## src/rtl/exp_accel_pkg.sv

```systemverilog
// -----------------------------------------------------------------------------
// exp_accel_pkg
//   Definitions shared by the exponential-series accelerator front end:
//   default operand/result widths and the feeder FSM state encoding.
// -----------------------------------------------------------------------------
package exp_accel_pkg;

  localparam int DEF_DATA_W = 16;
  localparam int DEF_RES_W  = 16;

  // The feeder is either waiting for work or waiting for the engine.
  typedef enum logic {
    IDLE = 1'b0,
    WAIT = 1'b1
  } feeder_state_t;

  // Width of a 0..n counter
  function automatic int cnt_width(input int n);
    return (n < 1) ? 1 : $clog2(n + 1);
  endfunction

endpackage

```

## src/rtl/stream_fifo.sv

```systemverilog
// -----------------------------------------------------------------------------
// stream_fifo
//   Small synchronous FIFO. The head entry is always visible on 'head', so a
//   pop consumes the value the reader is looking at in that same cycle.
//   Pushing while full and popping while empty are ignored.
//
// Parameters
//   WIDTH  entry width
//   DEPTH  number of entries (power of two, >= 2)
//
// Ports
//   clk    system clock, rising edge
//   rst    synchronous active-high reset (pointers and level only)
//   push   write din at the tail
//   din    data to write
//   pop    discard the head entry
//   head   current head entry (undefined when empty)
//   full   level == DEPTH
//   empty  level == 0
//   level  current occupancy, 0..DEPTH
// -----------------------------------------------------------------------------
module stream_fifo #(
  parameter int WIDTH = 16,
  parameter int DEPTH = 4
) (
  input  logic                     clk,
  input  logic                     rst,
  input  logic                     push,
  input  logic [WIDTH-1:0]         din,
  input  logic                     pop,
  output logic [WIDTH-1:0]         head,
  output logic                     full,
  output logic                     empty,
  output logic [$clog2(DEPTH):0]   level
);

  localparam int AW = $clog2(DEPTH);

  logic [WIDTH-1:0] mem [DEPTH];
  logic [AW-1:0]    wr_ptr;
  logic [AW-1:0]    rd_ptr;
  logic             do_push;
  logic             do_pop;

  assign full    = (level == (AW+1)'(DEPTH));
  assign empty   = (level == '0);
  assign do_push = push && !full;
  assign do_pop  = pop && !empty;
  assign head    = mem[rd_ptr];

  // Pointers wrap naturally because DEPTH is a power of two.
  always_ff @(posedge clk) begin
    if (rst) begin
      wr_ptr <= '0;
      rd_ptr <= '0;
      level  <= '0;
    end else begin
      if (do_push) wr_ptr <= wr_ptr + 1'b1;
      if (do_pop)  rd_ptr <= rd_ptr + 1'b1;
      case ({do_push, do_pop})
        2'b10:   level <= level + 1'b1;
        2'b01:   level <= level - 1'b1;
        default: level <= level;
      endcase
    end
  end

  // Storage carries no reset; only the pointers define what is valid.
  always_ff @(posedge clk) begin
    if (do_push) mem[wr_ptr] <= din;
  end

endmodule

```

## src/rtl/exp_stream_feeder.sv

```systemverilog
// -----------------------------------------------------------------------------
// exp_stream_feeder
//   Stream wrapper around the iterative series-evaluation engine. Operands
//   arrive on a valid/ready stream and are queued in a small FIFO. One at a
//   time they are launched into the engine (one-cycle eng_start, eng_x held
//   until eng_done), and each result is captured into an output register
//   presented on a valid/ready stream. Results leave strictly in operand order.
//
//   A launch only happens when the output register is free or being drained
//   in the same cycle, so a captured result is never overwritten.
//
//   Optional build macro ENGINE_TIMEOUT_EN adds a watchdog: if the engine does
//   not answer within TIMEOUT_CYC cycles of the launch, the operand is
//   dropped, the sticky timeout_err flag is raised and the feeder moves on.
//   Without the macro timeout_err is tied low and the feeder waits forever.
//
// Parameters
//   DATA_W       operand width
//   RES_W        result width
//   FIFO_DEPTH   input FIFO entries (power of two, >= 2)
//   TIMEOUT_CYC  watchdog limit in cycles (ENGINE_TIMEOUT_EN only)
//
// Ports
//   clk          system clock, rising edge
//   rst          synchronous active-high reset
//   in_valid     operand available
//   in_data      operand x
//   in_ready     FIFO not full
//   eng_start    one-cycle start pulse to engine
//   eng_x        operand to engine, stable from start until done
//   eng_done     one-cycle completion pulse from engine
//   eng_r        engine result, valid with eng_done
//   out_valid    result held in output register
//   out_data     result
//   out_ready    consumer accepts result
//   busy         engine operation in flight
//   fifo_level   FIFO occupancy
//   timeout_err  sticky watchdog flag
// -----------------------------------------------------------------------------
module exp_stream_feeder
  import exp_accel_pkg::*;
#(
  parameter int DATA_W      = DEF_DATA_W,
  parameter int RES_W       = DEF_RES_W,
  parameter int FIFO_DEPTH  = 4,
  parameter int TIMEOUT_CYC = 255
) (
  input  logic                          clk,
  input  logic                          rst,
  input  logic                          in_valid,
  input  logic [DATA_W-1:0]             in_data,
  output logic                          in_ready,
  output logic                          eng_start,
  output logic [DATA_W-1:0]             eng_x,
  input  logic                          eng_done,
  input  logic [RES_W-1:0]              eng_r,
  output logic                          out_valid,
  output logic [RES_W-1:0]              out_data,
  input  logic                          out_ready,
  output logic                          busy,
  output logic [$clog2(FIFO_DEPTH):0]   fifo_level,
  output logic                          timeout_err
);

  if ((FIFO_DEPTH < 2) || ((FIFO_DEPTH & (FIFO_DEPTH - 1)) != 0) ||
      (TIMEOUT_CYC < 1)) begin : g_bad_param
    $error("exp_stream_feeder: FIFO_DEPTH must be a power of two >= 2 and TIMEOUT_CYC >= 1");
  end

  feeder_state_t     state;
  logic [DATA_W-1:0] fifo_head;
  logic              fifo_full;
  logic              fifo_empty;
  logic              push;
  logic              launch;
  logic              slot_free;

  // Input side: accept whenever the queue has room, no bypass path.
  assign in_ready  = !fifo_full;
  assign push      = in_valid && in_ready;

  // The output register can take a new result if it is empty now or is being
  // drained this cycle; the engine latency guarantees it will be by capture.
  assign slot_free = !out_valid || out_ready;
  assign launch    = (state == IDLE) && !fifo_empty && slot_free;

  stream_fifo #(
    .WIDTH (DATA_W),
    .DEPTH (FIFO_DEPTH)
  ) u_fifo (
    .clk   (clk),
    .rst   (rst),
    .push  (push),
    .din   (in_data),
    .pop   (launch),
    .head  (fifo_head),
    .full  (fifo_full),
    .empty (fifo_empty),
    .level (fifo_level)
  );

`ifdef ENGINE_TIMEOUT_EN
  localparam int TMO_W = cnt_width(TIMEOUT_CYC);

  logic [TMO_W-1:0] tmo_cnt;
  logic             tmo_hit;

  // Expiry on the TIMEOUT_CYC-th WAIT cycle counted from the launch edge.
  assign tmo_hit = (tmo_cnt == TMO_W'(TIMEOUT_CYC - 1));
`else
  assign timeout_err = 1'b0;
`endif

  // Launch / capture control
  always_ff @(posedge clk) begin
    if (rst) begin
      state     <= IDLE;
      eng_start <= 1'b0;
      eng_x     <= '0;
      busy      <= 1'b0;
      out_valid <= 1'b0;
      out_data  <= '0;
`ifdef ENGINE_TIMEOUT_EN
      tmo_cnt     <= '0;
      timeout_err <= 1'b0;
`endif
    end else begin
      eng_start <= 1'b0;

      // Drain first; a capture below in the same cycle re-asserts it.
      if (out_valid && out_ready) out_valid <= 1'b0;

      case (state)
        IDLE: begin
          if (launch) begin
            eng_x     <= fifo_head;
            eng_start <= 1'b1;
            busy      <= 1'b1;
            state     <= WAIT;
`ifdef ENGINE_TIMEOUT_EN
            tmo_cnt   <= '0;
`endif
          end
        end

        WAIT: begin
          // A completion on the expiry cycle still counts as a result.
          if (eng_done) begin
            out_data  <= eng_r;
            out_valid <= 1'b1;
            busy      <= 1'b0;
            state     <= IDLE;
          end
`ifdef ENGINE_TIMEOUT_EN
          else if (tmo_hit) begin
            timeout_err <= 1'b1;
            busy        <= 1'b0;
            state       <= IDLE;
          end else begin
            tmo_cnt <= tmo_cnt + 1'b1;
          end
`endif
        end

        default: state <= IDLE;
      endcase
    end
  end

endmodule

```

## config.mk

```make
export PLATFORM = sky130hd
export DESIGN_NAME = exp_stream_feeder
export DESIGN_NICKNAME = d
export VERILOG_FILES = /design/src/rtl/exp_accel_pkg.sv /design/src/rtl/stream_fifo.sv /design/src/rtl/exp_stream_feeder.sv
export SDC_FILE = /design/constraint.sdc
export NUM_CORES = 1
export LEC_CHECK = 0
export CAP_MARGIN = 10
export CORE_MARGIN = 3
export CORE_UTILIZATION = 41
export CTS_CLUSTER_SIZE = 28
export DETAILED_ROUTE_END_ITERATION = 6
export PLACE_DENSITY = 0.72
export RECOVER_POWER = 25
export SLEW_MARGIN = 20
export SYNTH_ARGS = -nofsm -noshare
export SYNTH_HDL_FRONTEND = slang
export SYNTH_HIERARCHICAL = 1
export SYNTH_SLANG_ARGS = --single-unit
```

## constraint.sdc

```tcl
create_clock -name clk -period 2.5 [get_ports clk]
set_input_delay 0.375 -clock clk [delete_from_list [all_inputs] [get_ports clk]]
set_output_delay 0.375 -clock clk [all_outputs]
set_load 0.03 [all_outputs]
```

==> impl_metrics.ini <==
[setup_path]
cp_cell_sequence = nor3_1 -> or3_4 -> clkinv_8 -> o31ai_1 -> inv_1 -> ha_1 -> inv_1 -> fa_1 -> xor2_1 -> or3_1 -> a21oi_1
r2r-start = u_fifo/level[0]$_SDFFE_PP0P_
r2r_setup_slack_ps = 200
cp-start-kind = flip-flop
max_stage_delay_ps = 400
critPathKind = reg -> reg
crit_start = u_fifo/level[0]$_SDFFE_PP0P_
endpoint_kind = flip-flop
critPathMaxFanout = 6
path_common_cell = inv_1
crit_required_ps = 2800
worst_ep_arrival_time_ps = 2600
worst_path_max_delay_cell = dfxtp_4

[synthesis]
yosysMostFrequentCell = edfxtp_1
seq_area_frac_synth_pct = 66.4
syn_area_per_cell_um2 = 14.4
synth_nets = 338
synth.largest_area_cell = edfxtp_1
synth-seq-cells = 109
synth_edf_count = 64
synthFlopType = edfxtp_1
synth_top_cell_area_share_pct = 45.2
ys_warn_count = 6
ys_types = 30
syn_area_mm2 = 0.00425
yosys-top-cells-count = edfxtp_1, dfxtp_1, nand2_1, nand2b_1, a21oi_1
syn_inst = 295
synthArstFlopShare_pct = 0
synth_area_leaders = edfxtp_1, dfxtp_1, mux4_2

[layout]
antenna_cells = 0
multi_input_area_mm2 = 0.00128
nets = 420
register_area_mm2 = 0.00284
final_area_mm2 = 0.00536
syn_to_final_growth_pct = 26.0
fillers = 800
drive_above_1_share_pct = 12.0

[routing]
wl_um = 7370
via_per_inst = 4.77
detail_route.wl_per_cell_um = 14.3
drc = 0
drtAntennaViolNets = 0
drt_first_pass_iters = 4
dr.first_iter.drc_count = 98
routed-via-count = 2456

[die]
die_w_um = 108
initial_core_util_pct = 42.9
die_h_um = 108
die-area_mm2 = 0.0116
coreArea_mm2 = 0.00991
boundaryPins = 77
rows = 36

[cts]
insertion_delay_ps = 370
cts_max_level = 3
cts.sinks = 109
path_clk_slew_ps = 110
cts_root_buffer = clkbuf_8
numCtsBuffers = 9
cts_tree = done
post_cts_buffers = 0
clock_path_buffers = 2

[power_and_ir_drop]
comb_power_share_pct = 36.3
p_switching_mw = 1.87
p_leak_nw = 1.85
vdd_drop_max_uv = 379
power.share.sequential_pct = 44.6
internal_power_mw = 3.56
p_clk_share_pct = 19.0
swShare_pct = 34.4
p_per_area_mw_per_mm2 = 1010
power_mw = 5.43

[min_path]
hold_path.class = in -> reg
holdCritStartpoint = out_ready

[placement]
place_congestion = 0.729
port-buffer-count = 75
place_area_mm2 = 0.00516
dp_slack_ps = -337
hpwl_um = 4980

[timing]
slew_viol_final = 0
relSlewSlack_pct = 51.6
timing.final.crit_period_ps = 2300
min_period_over_period_pct = 92.1
setup_violations = 0
finalHoldViolCount = 0
worst_pin_slew_ps = 726
setup_slack_ps = 196
finClkSkew_ps = 16.1
rsz0062_at_grt = false
fmax_ghz = 0.434

[global_routing]
grt_use_total_pct = 13.2
grt-busiest-layer = met2
use_met2_pct = 23.0
antenna_found_initial = 0
grt_use_met3_pct = 2.94
grt_overflow_total = 0
grt_pass1_wl_um = 11800
grt_use_met1_pct = 15.6
grt_max_degree = 49
grt_pass1_vias = 2485

[outcome]
status = complete, no violations

[flow_run]
drv_cap = 0
power groups by stage:
stage	Combinational, mW	Sequential (mW)	Clock (mW)
2_1_floorplan	1.03	2.81	0
3_3_place_gp	1.97	2.45	0
3_5_place_dp	2.01	2.47	0
4_1_cts	2.01	2.43	1.07
5_1_grt	2.13	2.47	1.15
6_report	1.97	2.42	1.03
layout make-up:
cell class,count,area share [%]
Multi-Input combinational cell,161,23.9
Sequential cell,109,52.9
Clock inverter,7,1.33
Clock buffer,9,2.31
Timing Repair Buffer,86,15.5
Tap cell,133,3.11
Inverter,10,0.934
state kept, by name, indices dropped and copies added, names as in the netlist, named ones only:
register / flops
busy: 1
eng_start: 1
eng_x: 16
out_data: 16
out_valid: 1
state: 1
u_fifo/level: 3
u_fifo/mem: 64
u_fifo/rd_ptr: 2
u_fifo/wr_ptr: 2
worst max-delay path: cells and delay by family, from the launching register on:
family,cells,cell delay (ps)
simple gates,3,770
fa+ha+maj,2,520
buf+inv,3,160
flops,1,400
xor+xnor,1,160
compound gates,2,210
metrics by stage:
step | hold WS (ps) | utilization [%] | std cells | TNS, ps
final | 369 | 54.1 | 515 | 0
after global routing | 408 | 54.1 | 515 | 0
after CTS | 464 | 54.1 | 515 | 0
after detailed placement | 447 | 52.1 | 499 | -449
after global placement | 442 | 52.1 | 499 | -330
after floorplan | 459 | - | 295 | 0
per-layer routing:
metal | up-vias | routed length (µm) | part of all wire [%]
met5 | - | 0 | 0
met4 | 0 | 114 | 1.5
met3 | 9 | 370 | 5.0
met2 | 68 | 3660 | 50
met1 | 1174 | 3230 | 44
li1 | 1205 | - | -
timing repair:
| action | CTS | global route |
|---|---|---|
| setup endpoints to repair | 0 | 1 |
| gates resized for setup | 0 | 1 |
| hold buffers | 0 | 0 |
logic make-up (layout without fill, tap and decap cells):
logic type | count (synthesis) | count (layout) | synth area share [%]
other | 1 | 1 | 0.0882
flip-flops | 109 | 109 | 66.4
AND/OR/NAND/NOR | 92 | 92 | 11.4
multiplexers | 33 | 33 | 13.0
buffers and inverters | 25 | 112 | 3.50
XOR/XNOR | 3 | 3 | 0.618
AO/OA/AOI/OAI | 26 | 26 | 3.12
adder cells (fa/ha/maj) | 6 | 6 | 1.94
layout by cell type, fill, tap and decap left out, types with 3 or more instances in the layout:
cell type / Yosys / final
mux2i_1: 17 / 17
and2_1: 5 / 5
dlygate4sd3_1: 0 / 14
ha_1: 5 / 5
mux4_1: 6 / 6
nand2b_1: 35 / 35
nor2_1: 9 / 9
o21ai_0: 3 / 3
edfxtp_1: 64 / 64
xor2_1: 3 / 3
dfxtp_4: 0 / 3
inv_8: 0 / 4
clkdlybuf4s50_1: 0 / 59
a21oi_1: 22 / 22
inv_6: 0 / 3
or3_1: 3 / 3
nand2_1: 35 / 35
clkbuf_8: 0 / 9
inv_1: 9 / 9
dfxtp_1: 45 / 41
buf_4: 1 / 11
mux4_2: 10 / 10
worst paths after layout:
| path | cells after the start | to |
|---|---|---|
| worst max register to register | 11 | u_fifo/level[2]$_SDFFE_PP0P_ |
| worst max-delay path | 11 | u_fifo/level[2]$_SDFFE_PP0P_ |
| worst min register to register | 2 | out_data[1]$_SDFFE_PP0P_ |
| worst min-delay path | 4 | out_valid$_SDFF_PP0_ |
(Power assumes the default switching activity.)
